## src/rtl/ahb_burst_ctrl_if.sv

```systemverilog
// AHB-Lite encodings (ahb_types_pkg) and the command/bus interface of the
// ahb_burst_ctrl address-phase controller.
package ahb_types_pkg;
   typedef enum logic [2:0] {
      BURST_SINGLE = 3'd0,
      BURST_INCR   = 3'd1,
      BURST_WRAP4  = 3'd2,
      BURST_INCR4  = 3'd3,
      BURST_WRAP8  = 3'd4,
      BURST_INCR8  = 3'd5,
      BURST_WRAP16 = 3'd6,
      BURST_INCR16 = 3'd7
   } burst_t;

   typedef enum logic [1:0] {
      SIZE_BYTE = 2'd0,
      SIZE_HALF = 2'd1,
      SIZE_WORD = 2'd2,
      SIZE_ERR  = 2'd3
   } size_t;

   typedef enum logic [1:0] {
      TRANS_IDLE   = 2'd0,
      TRANS_BUSY   = 2'd1,
      TRANS_NONSEQ = 2'd2,
      TRANS_SEQ    = 2'd3
   } transfer_t;

   typedef enum logic {RW_READ = 1'b0, RW_WRITE = 1'b1} rw_t;
   typedef enum logic {RESP_OKAY = 1'b0, RESP_ERROR = 1'b1} resp_t;
endpackage

interface ahb_burst_ctrl_if #(
   parameter int ADDR_W = 32,
   parameter int LEN_W  = 8
);
   logic              cmd_valid;
   logic              cmd_ready;
   logic [ADDR_W-1:0] cmd_addr;
   logic [2:0]        cmd_burst;
   logic [1:0]        cmd_size;
   logic              cmd_write;
   logic [LEN_W-1:0]  cmd_len;
   logic [ADDR_W-1:0] HADDR;
   logic [1:0]        HTRANS;
   logic [2:0]        HBURST;
   logic [2:0]        HSIZE;
   logic              HWRITE;
   logic              HREADY;
   logic              HRESP;
   logic              done;
   logic              err;

   modport master (
      input  cmd_valid, cmd_addr, cmd_burst, cmd_size, cmd_write, cmd_len,
      input  HREADY, HRESP,
      output cmd_ready, HADDR, HTRANS, HBURST, HSIZE, HWRITE, done, err
   );

   modport slave (
      output cmd_valid, cmd_addr, cmd_burst, cmd_size, cmd_write, cmd_len,
      output HREADY, HRESP,
      input  cmd_ready, HADDR, HTRANS, HBURST, HSIZE, HWRITE, done, err
   );
endinterface

```

## src/rtl/ahb_burst_ctrl.sv

```systemverilog
// AHB-Lite master address-phase controller: one command in, NONSEQ/SEQ beats out.
// Define AHB_ERR_ABORT_EN to cancel remaining beats on the first ERROR cycle.
module ahb_burst_ctrl #(
   parameter int ADDR_W = 32,
   parameter int LEN_W  = 8
) (
   input  logic             HCLK,
   input  logic             HRESETn,
   ahb_burst_ctrl_if.master bus
);
   import ahb_types_pkg::*;

   localparam int CNT_W = (LEN_W + 1 > 5) ? LEN_W + 1 : 5;

   typedef enum logic [1:0] {S_IDLE, S_ADDR, S_LAST} state_t;

   state_t            state;
   logic [CNT_W-1:0]  beats_left;
   logic [ADDR_W-1:0] wrap_mask;
   logic              err_sticky;

   logic [CNT_W-1:0]  cmd_beats;
   logic [ADDR_W-1:0] cmd_step;
   logic [ADDR_W-1:0] cmd_aligned;
   logic [ADDR_W-1:0] cmd_end;
   logic [ADDR_W-1:0] cmd_mask;
   logic              cmd_bad;
   logic [ADDR_W-1:0] step;
   logic [ADDR_W-1:0] next_addr;
   logic              next_cross;

   assign bus.cmd_ready = (state == S_IDLE);

   // Command decode, evaluated while idle and consumed on accept.
   always_comb begin
      // NOTE: every always_comb output gets a default first so no latch is inferred.
      cmd_beats = CNT_W'(1);
      case (bus.cmd_burst)
         BURST_INCR:                cmd_beats = CNT_W'(bus.cmd_len) + CNT_W'(1);
         BURST_WRAP4,  BURST_INCR4: cmd_beats = CNT_W'(4);
         BURST_WRAP8,  BURST_INCR8: cmd_beats = CNT_W'(8);
         BURST_WRAP16, BURST_INCR16: cmd_beats = CNT_W'(16);
         default:                   cmd_beats = CNT_W'(1);
      endcase
      cmd_step    = ADDR_W'(1) << bus.cmd_size;
      cmd_aligned = bus.cmd_addr & ~(cmd_step - ADDR_W'(1));
      cmd_end     = cmd_aligned + ((ADDR_W'(cmd_beats) - ADDR_W'(1)) << bus.cmd_size);
      // An all-ones mask turns the wrap formula into a plain increment.
      cmd_mask = '1;
      if (bus.cmd_burst inside {BURST_WRAP4, BURST_WRAP8, BURST_WRAP16})
         cmd_mask = (ADDR_W'(cmd_beats) << bus.cmd_size) - ADDR_W'(1);
      cmd_bad = (bus.cmd_size == SIZE_ERR) ||
                ((bus.cmd_burst inside {BURST_INCR4, BURST_INCR8, BURST_INCR16}) &&
                 (cmd_end[ADDR_W-1:10] != cmd_aligned[ADDR_W-1:10]));
   end

   always_comb begin
      step       = ADDR_W'(1) << bus.HSIZE[1:0];
      next_addr  = (bus.HADDR & ~wrap_mask) | ((bus.HADDR + step) & wrap_mask);
      next_cross = (bus.HBURST == BURST_INCR) &&
                   (next_addr[ADDR_W-1:10] != bus.HADDR[ADDR_W-1:10]);
   end

   // NOTE: sequential state uses non-blocking assignments only.
   always_ff @(posedge HCLK or negedge HRESETn) begin
      if (!HRESETn) begin
         state      <= S_IDLE;
         beats_left <= '0;
         wrap_mask  <= '0;
         err_sticky <= 1'b0;
         bus.HADDR  <= '0;
         bus.HTRANS <= TRANS_IDLE;
         bus.HBURST <= BURST_SINGLE;
         bus.HSIZE  <= 3'd0;
         bus.HWRITE <= 1'b0;
         bus.done   <= 1'b0;
         bus.err    <= 1'b0;
      end else begin
         bus.done <= 1'b0;
         bus.err  <= 1'b0;
         case (state)
            S_IDLE: begin
               if (bus.cmd_valid) begin
                  if (cmd_bad) begin
                     bus.done <= 1'b1;
                     bus.err  <= 1'b1;
                  end else begin
                     state      <= S_ADDR;
                     beats_left <= cmd_beats;
                     wrap_mask  <= cmd_mask;
                     err_sticky <= 1'b0;
                     bus.HADDR  <= cmd_aligned;
                     bus.HTRANS <= TRANS_NONSEQ;
                     bus.HBURST <= bus.cmd_burst;
                     bus.HSIZE  <= {1'b0, bus.cmd_size};
                     bus.HWRITE <= bus.cmd_write;
                  end
               end
            end

            S_ADDR: begin
               if (bus.HRESP) err_sticky <= 1'b1;
`ifdef AHB_ERR_ABORT_EN
               if (bus.HRESP && !bus.HREADY) begin
                  bus.HTRANS <= TRANS_IDLE;
                  state      <= S_LAST;
               end else
`endif
               if (bus.HREADY) begin
                  if (beats_left == CNT_W'(1)) begin
                     bus.HTRANS <= TRANS_IDLE;
                     state      <= S_LAST;
                  end else begin
                     beats_left <= beats_left - CNT_W'(1);
                     bus.HADDR  <= next_addr;
                     // Undefined-length INCR restarts as NONSEQ across a 1KB line.
                     bus.HTRANS <= next_cross ? TRANS_NONSEQ : TRANS_SEQ;
                  end
               end
            end

            S_LAST: begin
               if (bus.HRESP) err_sticky <= 1'b1;
               if (bus.HREADY) begin
                  bus.done <= 1'b1;
                  bus.err  <= err_sticky | bus.HRESP;
                  state    <= S_IDLE;
               end
            end

            default: state <= S_IDLE;
         endcase
      end
   end
endmodule

```

## src/flat_wrapper.sv

```systemverilog
// flat-port wrapper written by rule: the top's interface ports become plain ports
module ahb_burst_ctrl_flat import ahb_types_pkg::*;
#(
   parameter int ADDR_W = 32,
   parameter int LEN_W  = 8
)
  (HCLK, HRESETn, bus_cmd_valid, bus_cmd_addr, bus_cmd_burst, bus_cmd_size, bus_cmd_write, bus_cmd_len, bus_HREADY, bus_HRESP, bus_cmd_ready, bus_HADDR, bus_HTRANS, bus_HBURST, bus_HSIZE, bus_HWRITE, bus_done, bus_err);
  ahb_burst_ctrl_if #(.ADDR_W(ADDR_W), .LEN_W(LEN_W)) bus_i ();
  input  logic HCLK;
  input  logic HRESETn;
  input wire logic [$bits(bus_i.cmd_valid)-1:0] bus_cmd_valid;
  input wire logic [$bits(bus_i.cmd_addr)-1:0] bus_cmd_addr;
  input wire logic [$bits(bus_i.cmd_burst)-1:0] bus_cmd_burst;
  input wire logic [$bits(bus_i.cmd_size)-1:0] bus_cmd_size;
  input wire logic [$bits(bus_i.cmd_write)-1:0] bus_cmd_write;
  input wire logic [$bits(bus_i.cmd_len)-1:0] bus_cmd_len;
  input wire logic [$bits(bus_i.HREADY)-1:0] bus_HREADY;
  input wire logic [$bits(bus_i.HRESP)-1:0] bus_HRESP;
  output wire logic [$bits(bus_i.cmd_ready)-1:0] bus_cmd_ready;
  output wire logic [$bits(bus_i.HADDR)-1:0] bus_HADDR;
  output wire logic [$bits(bus_i.HTRANS)-1:0] bus_HTRANS;
  output wire logic [$bits(bus_i.HBURST)-1:0] bus_HBURST;
  output wire logic [$bits(bus_i.HSIZE)-1:0] bus_HSIZE;
  output wire logic [$bits(bus_i.HWRITE)-1:0] bus_HWRITE;
  output wire logic [$bits(bus_i.done)-1:0] bus_done;
  output wire logic [$bits(bus_i.err)-1:0] bus_err;
  assign bus_i.cmd_valid = bus_cmd_valid;
  assign bus_i.cmd_addr = bus_cmd_addr;
  assign bus_i.cmd_burst = bus_cmd_burst;
  assign bus_i.cmd_size = bus_cmd_size;
  assign bus_i.cmd_write = bus_cmd_write;
  assign bus_i.cmd_len = bus_cmd_len;
  assign bus_i.HREADY = bus_HREADY;
  assign bus_i.HRESP = bus_HRESP;
  assign bus_cmd_ready = bus_i.cmd_ready;
  assign bus_HADDR = bus_i.HADDR;
  assign bus_HTRANS = bus_i.HTRANS;
  assign bus_HBURST = bus_i.HBURST;
  assign bus_HSIZE = bus_i.HSIZE;
  assign bus_HWRITE = bus_i.HWRITE;
  assign bus_done = bus_i.done;
  assign bus_err = bus_i.err;
  ahb_burst_ctrl #(.ADDR_W(ADDR_W), .LEN_W(LEN_W)) u_core (.HCLK(HCLK), .HRESETn(HRESETn), .bus(bus_i));
endmodule
```

## config.mk

```make
export PLATFORM = sky130hd
export DESIGN_NAME = ahb_burst_ctrl_flat
export DESIGN_NICKNAME = d
export VERILOG_FILES = /design/src/rtl/ahb_burst_ctrl_if.sv /design/src/rtl/ahb_burst_ctrl.sv /design/src/flat_wrapper.sv
export SDC_FILE = /design/constraint.sdc
export NUM_CORES = 1
export LEC_CHECK = 0
export BUFFER_PORTS_ARGS = -buffer_cell sky130_fd_sc_hd__buf_2
export CORE_AREA = 2 2 138 140
export DETAILED_ROUTE_END_ITERATION = 12
export DIE_AREA = 0 0 140 142
export GPL_ROUTABILITY_DRIVEN = 1
export GPL_TIMING_DRIVEN = 1
export SLEW_MARGIN = 15
export SYNTH_ARGS = -nofsm -noshare
export SYNTH_HDL_FRONTEND = slang
export SYNTH_SLANG_ARGS = --single-unit
```

## constraint.sdc

```tcl
create_clock -name HCLK -period 4.21 [get_ports HCLK]
set_input_delay 0.842 -clock HCLK [delete_from_list [all_inputs] [get_ports HCLK]]
set_output_delay 0.842 -clock HCLK [all_outputs]
set_load 0.01 [all_outputs]
```

### After elaboration in Yosys (flattened, before gate mapping)

Cells that the tools add are included.

| operators by class | value |
|---|---|
| reduce and logical (&&, ||, !) cells | 17 |
| $add $sub $neg | 7 |
| muxes and demuxes | 34 |
| bitwise logic cells | 8 |
| shift operators | 4 |
| eq/ne operators | 21 |

Operators by type and width:

| cell | number |
|---|---|
| 32-bit two-way mux | 5 |
| 32-bit AND | 3 |
| 32-bit adder | 2 |
| 32-bit inverter | 2 |
| 32-bit case mux with 2 select lines | 1 |
| 1-bit by 2-bit << shifter with 32-bit output, first input constant | 2 |
| 32-bit by 1-bit subtractor with 32-bit output, second input constant | 2 |
| 22-bit != test | 2 |
| 9-bit two-way mux | 4 |
| 9-bit case mux with 4 select lines | 1 |
| 32-bit bitwise OR | 1 |
| 32-bit by 2-bit << shifter with 32-bit output | 1 |
| 9-bit by 2-bit << shifter with 32-bit output | 1 |
| 2-bit two-way mux | 9 |
| 9-bit case mux with 2 select lines | 1 |
| 3-bit == test, second input constant | 4 |
| 2-bit != test, second input constant | 5 |
| 5-bit AND reduction | 2 |
| 9-bit by 1-bit subtractor with 10-bit output, second input constant | 1 |
| 8-bit by 1-bit adder with 9-bit output, second input constant | 1 |
| 9-bit by 1-bit == test with 1-bit output, second input constant | 1 |
| 9-bit by 1-bit subtractor with 9-bit output, second input constant | 1 |
| 1-bit two-way mux | 8 |
| 4-bit AND reduction | 2 |
| 17 further kinds | 29 |

| word-level totals | value |
|---|---|
| flip-flop bits (word level) | 86 |
| word-level logic and storage cells | 102 |
| input bits | 51 |

### Logic depth before layout (Yosys ltp)

Gate-level depths: netlist (run 1).

| logic depth | value |
|---|---|
| depth in word-level cells | 12 |
| gate-level depth with buffers | 26 |

### Least setup slack after synthesis (run 1)

OpenSTA, ideal clock, no wires.

| timing | value |
|---|---|
| kind | in2reg |
| from | input port bus_cmd_burst[2] |
| to | register u_core.beats_left[4] |
| buffers on the path | 2 |
| data arrival time | 5.916 ns |
| cell stages on the path | 24 |
| setup time | 0.126 ns |
| slack | -1.832 ns |
| cell sequence | buf_2 -> nor2_1 -> nand2_1 -> a21oi_1 -> nor2_1 -> and2_1 -> nand2_1 -> nor3_1 -> a21oi_1 -> o21ai_0 -> mux2_2 -> ha_1 -> buf_2 -> and3_1 -> nor4b_2 -> nand2_1 -> a21oi_1 -> a22oi_1 -> or4b_1 -> or4_1 -> nand4b_4 -> a21oi_4 -> mux2_2 -> a311o_1 |

| on the way | value |
|---|---|
| cells in the longest elaborated chain, start to end | 11 |
| elaborated cells between the ends (all ways) | 23 |
| those cells by class | 2 x add/sub; 9 x eq/ne; 1 x shift; 4 x mux; 7 x reduce/logical |

RTL lines:

| what | line | RTL |
|---|---|---|
| start: declaration | flat_wrapper.sv:13 | `input wire logic [$bits(bus_i.cmd_burst)-1:0] bus_cmd_burst;` |
| 3-bit == test (tied with other cells) | ahb_burst_ctrl.sv:38, ahb_burst_ctrl.sv:53 |  |
| 2-bit OR reduction | ahb_burst_ctrl.sv:38 | `case (bus.cmd_burst)` |
| 9-bit case mux with 4 select lines | ahb_burst_ctrl.sv:38 |  |
| 9-bit by 1-bit subtractor with 10-bit output | ahb_burst_ctrl.sv:47 | `cmd_end = cmd_aligned + ((ADDR_W'(cmd_beats) - ADDR_W'(1)) << bus.cmd_size);` |
| 32-bit by 2-bit << shifter with 32-bit output | ahb_burst_ctrl.sv:47 |  |
| 32-bit adder | ahb_burst_ctrl.sv:47 |  |
| 22-bit != test | ahb_burst_ctrl.sv:54 | `(cmd_end[ADDR_W-1:10] != cmd_aligned[ADDR_W-1:10]));` |
| 1-bit logical AND | ahb_burst_ctrl.sv:53 | `((bus.cmd_burst inside {BURST_INCR4, BURST_INCR8, BURST_INCR16}) &&` |
| 1-bit logical OR | ahb_burst_ctrl.sv:52 | `cmd_bad = (bus.cmd_size == SIZE_ERR) \|\|` |
| 2-bit != test (no source line) | -- |  |
| 5-bit AND reduction (no source line) | -- |  |
| end signal: assignment | ahb_burst_ctrl.sv:89 | `beats_left <= cmd_beats;` |
| end signal: assignment | ahb_burst_ctrl.sv:114 | `beats_left <= beats_left - CNT_W'(1);` |
| end: declaration | ahb_burst_ctrl.sv:18 | `logic [CNT_W-1:0] beats_left;` |

Several ways; a longest one is shown, not always the timed one. The select of a mux whose other input is x is not followed.
A chain may end at the register's enable or synchronous reset.

### Final worst setup path (run 1)

| timing | value |
|---|---|
| from | input port bus_cmd_len[2] |
| to | register u_core.beats_left[3] |

| on the way | value |
|---|---|
| cells in the longest elaborated chain, start to end | 10 |
| elaborated cells between the ends (all ways) | 13 |
| those cells by class | 3 x add/sub; 2 x eq/ne; 1 x shift; 4 x mux; 3 x reduce/logical |

RTL lines:

| what | line | RTL |
|---|---|---|
| start: declaration | flat_wrapper.sv:16 | `input wire logic [$bits(bus_i.cmd_len)-1:0] bus_cmd_len;` |
| 8-bit by 1-bit adder with 9-bit output (*) | ahb_burst_ctrl.sv:39 | `BURST_INCR: cmd_beats = CNT_W'(bus.cmd_len) + CNT_W'(1);` |
| 9-bit case mux with 4 select lines (*) | ahb_burst_ctrl.sv:38 |  |
| 9-bit by 1-bit subtractor with 10-bit output | ahb_burst_ctrl.sv:47 |  |
| 32-bit by 2-bit << shifter with 32-bit output | ahb_burst_ctrl.sv:47 |  |
| 32-bit adder | ahb_burst_ctrl.sv:47 |  |
| 22-bit != test | ahb_burst_ctrl.sv:54 |  |
| 1-bit logical AND | ahb_burst_ctrl.sv:53 |  |
| 1-bit logical OR | ahb_burst_ctrl.sv:52 |  |
| 2-bit != test (no source line) | -- |  |
| 5-bit AND reduction (no source line) | -- |  |

Mark *: on every way between the ends. The rest lies on a longest branch, timed or not. The select of a mux whose other input is x is not followed.

==> reports/results.ini, run 1 <==
[critical_path]
worstSetupPathType = in2reg
timing.critical_path.from_type = primary input
crit_arrival_ns = 6.05
crit_path_end_kind = flop
cp.required_ns = 4.44
cp_max_fo = 5

[cells_and_area]
fin_cells = 1542
most-common-layout-cells = 224 x buf_4, 90 x buf_2, 84 x nand2_1
stdcell_area_um2 = 11600
n_antenna_cell = 0
fillers = 1593
nNetsFinal = 1401
seqCellArea_um2 = 1930
syn_to_final_growth_pct = 50.4
drive_gt1_share_pct = 38.4
multiInputGateArea_um2 = 6180
final_common_cell = buf_4

[clock_network]
clockBufferDepth = 2
cts_tree = built
clock-sinks = 77
cts_made_buffers = 9
clkLatencyLatePin_ns = 0.34
ctsHoldBuffers = 0
ctsRootBufferMaster = clkbuf_16
htree_levels = 3
clkTransAtPathRegs_ns = 0.06

[logic_synthesis]
yosysUniqueCellTypes = 79
synth_edf_count = 0
ys_seq_area_share_pct = 24.9
ys_warn_count = 0
syn-cell-area_um2 = 7730
postSynthCellCount = 1006
synth.avg_cell_area_um2 = 7.68
synth-seq-cells = 77
ys.flop_type = dfrtp_1
ys_async_sr_fraction_pct = 100
syn-num-nets = 1102

[floorplan]
ios = 95
die_w_um = 140
die_y_um = 142
start_util_pct = 41.9
core_um2 = 18500
dieArea_um2 = 19900
rows = 50

[sta]
final-hold-violation-count = 0
rsz0062_at_grt = true
finalWorstSetupSlack_ns = -1.61
min_period_ns = 5.82
finalClockSkew_ns = 0.00759
timing.fmax_ghz = 0.172
slew_violations = 0
period_share_pct = 138
holdWs_ns = 0.484
max-slew-margin-rel_pct = 31.0
setup_viol = 77
tightest_slew_ns = 1.03

[run_status]
outcome = complete, but fails checks
violations = design-rule violations, negative setup slack

[power_and_ir_drop]
powerDensity_nw_per_um2 = 525
finalPower_mw = 6.11
ir_drop_v = 0.000509
p_leak_nw = 5.17

[job]
cap_violations = 0

[grt]
grt_pass1_vias = 8680
grt_max_degree = 78
grt_pass1_wl_mm = 45.8
grt_overflow = 0
grt_use_total_pct = 28.9
antenna_found_initial = 0

[drt]
wire_per_inst_um = 19.4
first_pass_iters = 9
num_vias = 9147
wl_mm = 29.9
drc = 9
drt-initial-drc-count = 763
vias_per_cell = 5.93
antenna_left = 0

[place]
placedCellCount = 1494
port_buffers = 93
placed_area_um2 = 10200
dpl.hpwl_mm = 22.2
place_congestion = 0.937

[hold_path]
min_path_type = reg2reg

==> cell usage after synthesis, drive strengths merged, types with 29 or more instances <==
master | number | area (um^2)
nor2 | 101 | 379
nand2 | 89 | 337
dfrtp | 77 | 1930
a21oi | 69 | 357
o21ai | 64 | 320
nor3 | 46 | 230
ha | 44 | 551
inv | 39 | 146
buf | 33 | 183
clkbuf | 33 | 124
nand3 | 30 | 150
and4 | 29 | 254
==> per-stage QoR <==
step           setup slack (ns)  setup TNS [ns]  util (%)
2_1_floorplan             -1.46          -99.11         -
3_3_place_gp              -1.90         -138.23      55.5
3_5_place_dp              -2.00         -142.15      55.5
4_1_cts                   -1.45         -101.25      60.5
5_1_grt                   -1.89         -138.04      63.0
6_report                  -1.61         -118.42      63.0
==> path summary, 6_finish.rpt <==
check | slack, ns | start | cells after the start | endpoint
max | -1.61 | bus_cmd_len[2] | 28 | u_core.beats_left[3]
min | 0.48 | u_core.wrap_mask[19] | 1 | u_core.wrap_mask[19]
max reg2reg | 0.57 | u_core.bus.HSIZE[1] | 14 | u_core.bus.HTRANS[0]
min reg2reg | 0.48 | u_core.wrap_mask[19] | 1 | u_core.wrap_mask[19]
max in group asynchronous | 2.86 | HRESETn | 1 | u_core.wrap_mask[8]
min in group asynchronous | 0.64 | HRESETn | 1 | u_core.bus.HADDR[20]
==> kinds of logic (layout without fill, tap and decap cells) <==
logic type	Yosys count	in the layout	synth area share, %
buf+inv	105	407	5.86
simple gates	429	429	29.2
xor+xnor	34	34	3.85
other cells	1	1	0.0485
compound gates	284	284	24.4
mux	31	31	4.35
flops	77	77	24.9
fa+ha+maj	45	45	7.38
==> per-layer routing <==
metal / global-route usage [%] / routed length (um)
met5: 0 / 0
met4: 10.4 / 1100
met3: 4.21 / 1830
met2: 49.6 / 14500
met1: 37.5 / 12500
==> layout make-up <==
class,instances,share of cell area [%]
repair buffers,354,24.0
inverters,39,1.26
multi-input cells,824,53.2
clock inverters,2,0.301
well taps,234,2.52
flip-flops and latches,77,16.6
clock buffers,12,2.12
==> power breakdown <==
part | switching [mW] | internal, mW | leakage (nW)
logic | 1.92 | 1.82 | 4.17
clock network | 0.297 | 0.468 | 0.139
registers | 0.505 | 1.10 | 0.862
total | 2.72 | 3.39 | 5.17
==> what timing repair did <==
item / in CTS / in global routing
pin swaps: 30 / 42
cloned: 6 / 3
resized for setup: 100 / 64
setup endpoints to repair: 77 / 77
buffers inserted: 19 / 9
==> worst max-delay path, stage by stage <==
cell	delay (ns)
buf_2	0.13
nand3_4	0.09
or3_4	0.39
a21oi_4	0.18
buf_4	0.15
nor4_4	0.05
buf_4	0.15
buf_4	0.12
o21a_4	0.13
a211oi_2	0.22
a21oi_1	0.07
ha_1	0.35
buf_6	0.14
buf_4	0.13
nand2_1	0.12
o22ai_1	0.11
a21oi_2	0.15
o21ai_1	0.12
nor4b_1	0.17
or4b_1	0.55
or4_4	0.54
nand4b_4	0.23
a21oi_4	0.28
buf_6	0.17
buf_12	0.10
buf_16	0.10
and4_1	0.21
nor3_2	0.06
(Power assumes the default switching activity.)
==> inputs of run 2 (changes only) <==
- BUFFER_PORTS_ARGS: -buffer_cell sky130_fd_sc_hd__buf_2 -> -buffer_cell sky130_fd_sc_hd__buf_4
- CORE_AREA: 2 2 138 140 -> 2 2 117 119
- DIE_AREA: 0 0 140 142 -> 0 0 119 121
- PLACE_DENSITY: unset -> 0.81
==> reports/results.ini, run 2 (synthesis results as in run 1) <==
[sta]
final.setup.tns_ns = -124.81  ; -6.39 ns
setup_viol = 77  ; unchanged
period_share_pct = 143  ; +4.4 points
slew_violations = 0  ; unchanged
finalClockSkew_ns = 0.00977  ; +0.00218 ns
tightest_slew_ns = 1.01  ; -0.0247 ns
rsz0062_at_grt = true
timing.fmax_ghz = 0.166  ; -3.1%
final-hold-violation-count = 0  ; unchanged
finalWorstSetupSlack_ns = -1.80  ; -0.186 ns
min_period_ns = 6.01  ; +0.186 ns
holdWs_ns = 0.503  ; +0.0188 ns
max-slew-margin-rel_pct = 32.0  ; +0.93 points

[drt]
vias_per_cell = 7.09  ; +19%
antenna_left = 0  ; unchanged
wl_mm = 35.9  ; +20%
drc = 19  ; +10
num_vias = 10401  ; +14%
drt-initial-drc-count = 1664  ; +120%
wire_per_inst_um = 24.4  ; +26%
first_pass_iters = 13  ; +4

[clock_network]
cts_made_buffers = 9  ; unchanged
ctsHoldBuffers = 0  ; unchanged
clkLatencyLatePin_ns = 0.35  ; about the same
ctsRootBufferMaster = clkbuf_16
clock-sinks = 77  ; unchanged
clockBufferDepth = 2  ; unchanged
htree_levels = 3  ; unchanged
cts_tree = built
clkTransAtPathRegs_ns = 0.06  ; about the same

[grt]
grt.busiest_layer = met2
antenna_found_initial = 0  ; unchanged
grt_use_total_pct = 41.2  ; +12 points
grt_pass1_vias = 9327  ; +7.5%
grt.met1_usage_pct = 49.6  ; +12 points
grtUsageMet2_pct = 69.1  ; +20 points
grt_max_degree = 78  ; unchanged
use_met3_pct = 7.42  ; +3.2 points
grt_overflow = 0  ; unchanged
grt_pass1_wl_mm = 47.2  ; +3.1%

[job]
cap_violations = 0  ; unchanged

[floorplan]
start_util_pct = 59.1  ; +17 points
die_w_um = 119  ; -15%
dieArea_um2 = 14400  ; -28%
core_um2 = 13100  ; -29%
die_y_um = 121  ; -15%
ios = 95  ; unchanged
rows = 42  ; -16%

[cells_and_area]
postLayoutCoreUtil_pct = 87.2  ; +24 points
nNetsFinal = 1383  ; -1.3%
drive_gt1_share_pct = 36.7  ; -1.7 points
stdcell_area_um2 = 11400  ; -1.8%
n_antenna_cell = 0  ; unchanged
syn_to_final_growth_pct = 47.7
fin_cells = 1468  ; -4.8%
most-common-layout-cells = 305 x buf_4, 89 x nor2_1, 85 x nand2_1
final_common_cell = buf_4

[place]
placed_area_um2 = 10300  ; +0.83%
place_congestion = 1.07  ; +14%
port_buffers = 93  ; unchanged
placedCellCount = 1428  ; -4.4%
dpl.hpwl_mm = 21.4  ; -3.6%

[power_and_ir_drop]
ir_drop_v = 0.000487  ; -4.3%
powerDensity_nw_per_um2 = 566  ; +7.7%
p_leak_nw = 5.10  ; -1.4%

[critical_path]
timing.critical_path.from_type = primary input
crit_path_end_kind = flop
cp_max_fo = 18  ; +13
worstSetupPathType = in2reg
cp.required_ns = 4.45  ; about the same
crit_arrival_ns = 6.25  ; +0.20 ns

[run_status]
outcome = complete, but fails checks
violations = design-rule violations, negative setup slack

[hold_path]
min_path_type = reg2reg

-- run 2: metal layers --
metal  vias up  share of wire, %  wire length [um]
li1       4337                 -                 -
met1      4734                33             11900
met2       970                45             16100
met3       360                12              4220
met4         0                10              3620
met5         -                 0                 0
-- run 2: metrics by stage --
step / total power [mW] / setup WS, ns
finish: 6.46 / -1.80
global route: 6.65 / -1.89
CTS: 5.65 / -1.38
detailed placement: 4.59 / -1.88
global placement: 4.48 / -1.77
floorplan: 3.37 / -1.46
-- run 2: worst paths after layout --
check | start | to | slack, ns | cells after the start
max | bus_cmd_len[0] | flop | -1.80 | 23
max in group asynchronous | HRESETn | u_core.state[1] | 2.90 | 1
min in group asynchronous | HRESETn | u_core.bus.HADDR[18] | 0.66 | 1
min reg2reg | u_core.wrap_mask[8] | u_core.wrap_mask[8] | 0.50 | 1
min | u_core.wrap_mask[8] | u_core.wrap_mask[8] | 0.50 | 1
max reg2reg | u_core.bus.HSIZE[1] | u_core.bus.HTRANS[0] | -0.09 | 14
-- run 2: repair_timing --
item                       in CTS  in global routing
hold endpoints to repair        0                  0
setup buffers                   9                  6
resized for setup              32                 82
setup endpoints to repair      77                 77
pin swaps                      16                 27
gates cloned                    2                  7
-- run 2: critical path: stages --
cell and delay [ns]:
buf_8 0.11, ha_4 0.17, xor2_2 0.15, a21oi_2 0.19, o211ai_1 0.18, nor4_2 0.39
buf_4 0.19, o21a_4 0.15, buf_12 0.17, ha_1 0.30, a21oi_1 0.35, o21ai_0 0.22
a21oi_1 0.23, o211ai_1 0.14, nor4_1 0.35, nand4b_1 0.18, or4_4 0.64, nand4b_4 0.26
a21oi_4 0.27, buf_6 0.18, clkbuf_16 0.17, mux2i_1 0.10, nor3_1 0.29
-- run 2: where the power goes --
group / switching, mW / total, mW / internal (mW)
combinational: 2.08 / 3.90 / 1.82
clock: 0.334 / 0.887 / 0.553
sequential: 0.571 / 1.67 / 1.10
total: 2.99 / 6.46 / 3.47
-- run 2: layout make-up --
| type | count | area [um^2] |
|---|---|---|
| Clock buffer | 11 | 253 |
| Clock inverter | 5 | 81.3 |
| Fill cell | 685 | 1670 |
| Inverter | 39 | 146 |
| Multi-Input combinational cell | 824 | 6000 |
| Sequential cell | 77 | 1930 |
| Tap cell | 176 | 220 |
| Timing Repair Buffer | 336 | 2790 |
